===== src/rtl/fetch_unit.sv =====
// Instruction fetch stage: PC register, redirect handling and halt freeze.
// Drives the instruction memory request and the IF/ID capture/flush strobes.
// Optional performance counters are built only when FETCH_PERF_CNT_EN is defined;
// otherwise fetch_count and stall_count read as constant zero.
module fetch_unit #(
  parameter logic [31:0] RESET_PC = 32'h00000000
) (
  input  logic        CLK,
  input  logic        nRST,
  input  logic        ihit,
  input  logic [31:0] imemload,
  input  logic        stall,
  input  logic        redirect_en,
  input  logic [31:0] redirect_pc,
  input  logic        halt,
  output logic        imemREN,
  output logic [31:0] imemaddr,
  output logic [31:0] pcp4,
  output logic        fetch_valid,
  output logic        fetch_flush,
  output logic [31:0] fetch_count,
  output logic [31:0] stall_count
);

  localparam logic [1:0] FETCH      = 2'd0;
  localparam logic [1:0] REDIR_WAIT = 2'd1;
  localparam logic [1:0] HALTED     = 2'd2;

  logic [1:0]  state_q, state_d;
  logic [31:0] pc_q, pc_d;
  logic [31:0] target_q, target_d;
  logic [31:0] redir_aligned;

  // imemload is consumed by the IF/ID register directly; the fetch unit only
  // sequences it. Low redirect bits are dropped by word alignment.
  logic unused_inputs;
  assign unused_inputs = ^{imemload, redirect_pc[1:0]};

  assign redir_aligned = {redirect_pc[31:2], 2'b00};

  // Address outputs come straight from the PC register; pcp4 wraps naturally.
  assign imemaddr = pc_q;
  assign pcp4     = pc_q + 32'd4;

  // Output strobes decoded from state and this cycle's inputs.
  always_comb begin
    imemREN     = 1'b0;
    fetch_valid = 1'b0;
    fetch_flush = 1'b0;
    unique case (state_q)
      FETCH: begin
        imemREN     = 1'b1;
        fetch_flush = halt | redirect_en;
        fetch_valid = ihit & ~stall & ~redirect_en & ~halt;
      end
      REDIR_WAIT: begin
        // Nothing valid is in flight; a fresh redirect still squashes IF/ID.
        imemREN     = 1'b1;
        fetch_flush = halt | redirect_en;
      end
      default: begin
        imemREN     = 1'b0;
      end
    endcase
  end

  // Next-state, next-PC and redirect-target selection.
  always_comb begin
    state_d  = state_q;
    pc_d     = pc_q;
    target_d = target_q;
    if (state_q == HALTED) begin
      state_d = HALTED;
    end else if (halt) begin
      // Halt beats both redirect and hit; PC freezes where it is.
      state_d = HALTED;
    end else begin
      unique case (state_q)
        FETCH: begin
          if (redirect_en) begin
            if (ihit) begin
              pc_d = redir_aligned;
            end else begin
              target_d = redir_aligned;
              state_d  = REDIR_WAIT;
            end
          end else if (ihit && !stall) begin
            pc_d = pc_q + 32'd4;
          end
        end
        REDIR_WAIT: begin
          // Wait for the outstanding read to drain before moving the address.
          if (ihit) begin
            pc_d    = redirect_en ? redir_aligned : target_q;
            state_d = FETCH;
          end else if (redirect_en) begin
            target_d = redir_aligned;
          end
        end
        default: begin
          state_d = HALTED;
        end
      endcase
    end
  end

  // State, PC and latched redirect target; reset drops any pending redirect.
  always_ff @(posedge CLK or negedge nRST) begin
    if (!nRST) begin
      state_q  <= FETCH;
      pc_q     <= RESET_PC;
      target_q <= 32'h00000000;
    end else begin
      state_q  <= state_d;
      pc_q     <= pc_d;
      target_q <= target_d;
    end
  end

`ifdef FETCH_PERF_CNT_EN
  logic [31:0] fetch_count_q;
  logic [31:0] stall_count_q;

  // Performance counters: delivered instructions and stalled fetch cycles.
  always_ff @(posedge CLK or negedge nRST) begin
    if (!nRST) begin
      fetch_count_q <= 32'h00000000;
      stall_count_q <= 32'h00000000;
    end else begin
      if (fetch_valid) begin
        fetch_count_q <= fetch_count_q + 32'd1;
      end
      if ((state_q == FETCH) && stall) begin
        stall_count_q <= stall_count_q + 32'd1;
      end
    end
  end

  assign fetch_count = fetch_count_q;
  assign stall_count = stall_count_q;
`else
  assign fetch_count = 32'h00000000;
  assign stall_count = 32'h00000000;
`endif

  // Capture and clear of IF/ID must never be requested together.
  assert property (@(posedge CLK) disable iff (!nRST) !(fetch_valid && fetch_flush));

  // HALTED is only left through reset.
  assert property (@(posedge CLK) disable iff (!nRST) (state_q == HALTED) |=> (state_q == HALTED));

endmodule


===== config.mk =====
export PLATFORM = sky130hd
export DESIGN_NAME = fetch_unit
export DESIGN_NICKNAME = d
export VERILOG_FILES = /design/src/rtl/fetch_unit.sv
export SDC_FILE = /design/constraint.sdc
export NUM_CORES = 1
export LEC_CHECK = 0
export ABC_AREA = 1
export CAP_MARGIN = 40
export CORE_MARGIN = 2
export CORE_UTILIZATION = 45
export CTS_BUF_LIST = sky130_fd_sc_hd__clkbuf_2 sky130_fd_sc_hd__clkbuf_4 sky130_fd_sc_hd__clkbuf_8
export CTS_CLUSTER_DIAMETER = 100
export CTS_CLUSTER_SIZE = 20
export DETAILED_ROUTE_END_ITERATION = 16
export PLACE_DENSITY = 0.84
export SYNTH_ARGS = -nofsm -noshare
export SYNTH_HDL_FRONTEND = slang
export SYNTH_SLANG_ARGS = --single-unit

===== constraint.sdc =====
create_clock -name CLK -period 2.3 [get_ports CLK]
set_clock_uncertainty 0.05 [all_clocks]
set_input_delay 0.345 -clock CLK [delete_from_list [all_inputs] [get_ports CLK]]
set_output_delay 0.345 -clock CLK [all_outputs]
set_load 0.1 [all_outputs]

==> run summary <==
The run finished, with violations left. The checks that failed: negative setup slack. The post-route netlist has between 30% and 40% of its cells at a drive strength greater than 1. In the final timing run, aggregate negative setup slack is -0.165 ns. The routed wire length came out at 14,400 um.

The maximum operating frequency is about 0.43 GHz. The synthesized netlist cell count came out at about 630. The number of search-and-repair iterations in the first detailed-routing pass came out at 6. The number of standard-cell rows in the floorplan is 36. The number of flops mapped to enable cells by yosys came out at 0. Entering global routing, the biggest net connects 51 pins. The most used flip-flop cell after synthesis is dfrtp_1. The path class of the tightest hold or removal check is primary input to async pin. Sequential elements use between 30% and 40% of the synthesized area. Sorting the synthesized cells by area gives the leading types as dfrtp_1 37%, nand2_1 16%, buf_4 11%, nor2_1 5.5%, o21ai_0 5.1%. The peak supply drop is ~0.51 mV. After floorplanning, the core was sized to cover between 0.009 and 0.01 sq mm.

The fraction of synthesized cell area taken by the top area cell type is between 30% and 40%. The peak fanout along the critical path is 4. The vias per cell is ~5.2. The number of nets at the end of the flow is 840. The via count of the first global-routing pass is 4,522.

Setup repair after global routing could not meet its margin everywhere. The mapped cell area is 0.00450 sq mm. After detailed routing, the number of remaining DRC violations is 0. TritonCTS built the clock tree. The height of the die is around 100 um. The final worst-path cycle share is 102%.

The worst register-to-register path ends at imemaddr[14]. The ratio of total power to cell area is 832 mW/mm^2. The width of the chip came out at just over 100 um. STA classifies the critical path endpoint as an output pin. The first global-routing pass estimated approximately 23,000 um of wire. The total of buffers placed on input and output ports is 102. In this run the number of H-tree levels came out at 3. The area used by sequential logic in the layout is 0.00168 sq mm.

For this design the top-level I/O count stands at 201. The post-place setup slack is 0.137 ns. The area of the multi-input gates came out at 0.00292 sq mm. The die area came out at around 0.011 sq mm.

The synthesized design spends more area on one cell type than any other, namely dfrtp_1. The overall global routing resource usage came out at a little over a quarter. The number of antenna violations at the first check in global routing was 0. The later-pin clock latency in the skew report came out at roughly 0.35 ns.

Dividing the synthesized area by the synthesized cell count gives just over 7 sq um. For this design, the sink count on the clock tree is between 60 and 70. The synthesis-to-finish area growth came out at 53.6%. Among cell families on the critical path, the largest total delay comes from simple AND/OR/NAND/NOR gates.

Routability-driven placement finished with a final weighted congestion of 0.905. The classification of the worst setup path is register to output pin. The required time of the critical path is between 1.5 and 2 ns. The signal on the critical path passes through clkinvlp_4, nor2_4, nand2_4, nor2_4, buf_12, xor2_4, buf_12.

The initial core utilization came out at between 40% and 50%. The leftover overflow at the end of global routing came out at 0. The post-placement cell count is 856. The final-layout fill cell count came out at 699. The setup slack on the worst flop-to-flop path is roughly 0.33 ns.

The leakage dissipation is between 3 and 4 nW. The commonest cells after synthesis are 195 x nand2_1, 66 x buf_4, 66 x dfrtp_1, 66 x nor2_1, 47 x inv_1. Across all setup checks in the final design, the least slack found is -0.0468 ns.

The slowest stage of the critical path is the dfrtp_4 cell. Cells fill slightly above 70% of the core in the end. The post-detailed-placement half-perimeter wirelength came out at 9820 um. The worst register-to-register path has a depth of 11. The worst setup path is launched from a register. The per-cell routed wire length is roughly 16 um. The number of buffers created by CTS is 9. The share of synthesized flip-flops with an asynchronous set or reset came out at 100%. The clock slew seen by the registers of the worst setup and hold paths came out at 0.08 ns. The peak per-stage delay on the critical path is 0.45 ns. The number of synthesis warnings came out at 0. The number of distinct library cells after synthesis is 34. The transition time at the pin with the least slew margin is 0.689 ns. The routed layout has roughly 4,700 vias. The initial DRC count is 387. Clock tree synthesis selected as its root buffer the cell clkbuf_8. The buffers plus inverters on the worst setup path came out at 3.

The minimum clock period after layout is roughly 2.3 ns. The reg-to-reg startpoint is imemaddr[9]. Counting along the longest clock path gives a buffer depth of 2. Data on the critical path arrives at its endpoint at about 2.0 ns. The number of standard cells in the final layout excluding fillers is between 900 and 1,000.

The smallest hold slack is 0.408 ns. The max-cap violation count is 0. The remaining antenna violation count is 0. The final number of setup-violating endpoints is 5. The worst pin sits at a relative slew slack of between 50% and 60%.

The most common cell in the netlist is nand2_1. The number of inserted diodes is 0. The max-slew violation count is 0.

The post-synthesis sequential element count is 66. The number of hold-slack violations in the final timing report was 0.
[worst max path at each step]
stage / startpoint / to / cells past startpoint
3_3_place_gp: imemaddr[2] / pcp4[20] / 7
5_1_grt: imemaddr[3] / pcp4[14] / 8
2_1_floorplan: imemaddr[2] / pcp4[29] / 6
6_report: imemaddr[2] / pcp4[11] / 7
4_1_cts: imemaddr[2] / pcp4[17] / 7
3_5_place_dp: imemaddr[2] / pcp4[20] / 7
[registers in the layout (all words and copies together) (netlist names)]
register	count
state_q	2
target_q	32
imemaddr	32
[layer usage]
metal  track usage, %  routed length, um
met5                0                  0
met4             8.11                325
met3             5.08               1260
met2             44.8               7230
met1             33.2               5560
[final cells by class]
type,count,share of cell area (%)
Sequential cell,66,24.4
Tap cell,133,2.41
Clock buffer,10,1.99
Timing Repair Buffer,156,24.7
Clock inverter,6,1.65
Inverter,48,2.66
Multi-Input combinational cell,488,42.2
[timing repair]
action,in CTS,in global routing
endpoints found under the setup margin,22,22
gates cloned,0,0
hold endpoints to repair,16,0
hold buffers,1,0
pin swaps,14,17
buffers inserted,21,13
resized for setup,15,30
[stage by stage]
stage	area (sq um)	total power [mW]
after floorplan	5240	3.67
after global placement	6210	4.31
after detailed placement	6210	4.34
after CTS	6720	5.68
after global routing	6910	5.93
final	6910	5.75
[cells by family (layout without fill, tap and decap cells)]
group	after synthesis	in the layout	share of synthesized area, %
multiplexers	8	8	2.00
buffers and inverters	136	220	17.2
other	1	64	0.0834
XOR/XNOR	20	20	4.06
AO/OA/AOI/OAI	107	107	13.2
adder cells (fa/ha/maj)	1	1	0.278
flip-flops	66	66	36.7
AND/OR/NAND/NOR	288	288	26.4
[worst reg2reg max path, cell delays in order, from the launching register on]
cell and delay (ns):
dfrtp_2 0.47, nand2_1 0.15, nor2_2 0.19, nand2_4 0.11, nor2_4 0.16, buf_6 0.13
xor2_4 0.18, buf_4 0.14, nand2_1 0.05, nand2_1 0.08, nand2_1 0.05, a21oi_1 0.13
[placed cells by master, fill, tap and decap left out, types with 9 or more instances in the layout]
| cell | count |
|---|---|
| nor2_4 | 12 |
| xor2_4 | 13 |
| a21oi_1 | 41 |
| nor2_1 | 52 |
| clkbuf_8 | 10 |
| nor2_2 | 9 |
| o21ai_0 | 44 |
| buf_4 | 82 |
| buf_12 | 36 |
| dfrtp_1 | 44 |
| dfrtp_2 | 20 |
| conb_1 | 64 |
| inv_1 | 45 |
| clkdlybuf4s50_1 | 33 |
| nand2_4 | 15 |
| nand2_1 | 174 |
[power by group]
part	total (mW)	internal, mW	switching, mW
clock network	1.26	0.752	0.504
logic	3.06	0.818	2.24
registers	1.43	1.29	0.139
total	5.75	2.86	2.89
Note: power is estimated with default switching activity, not from simulation.
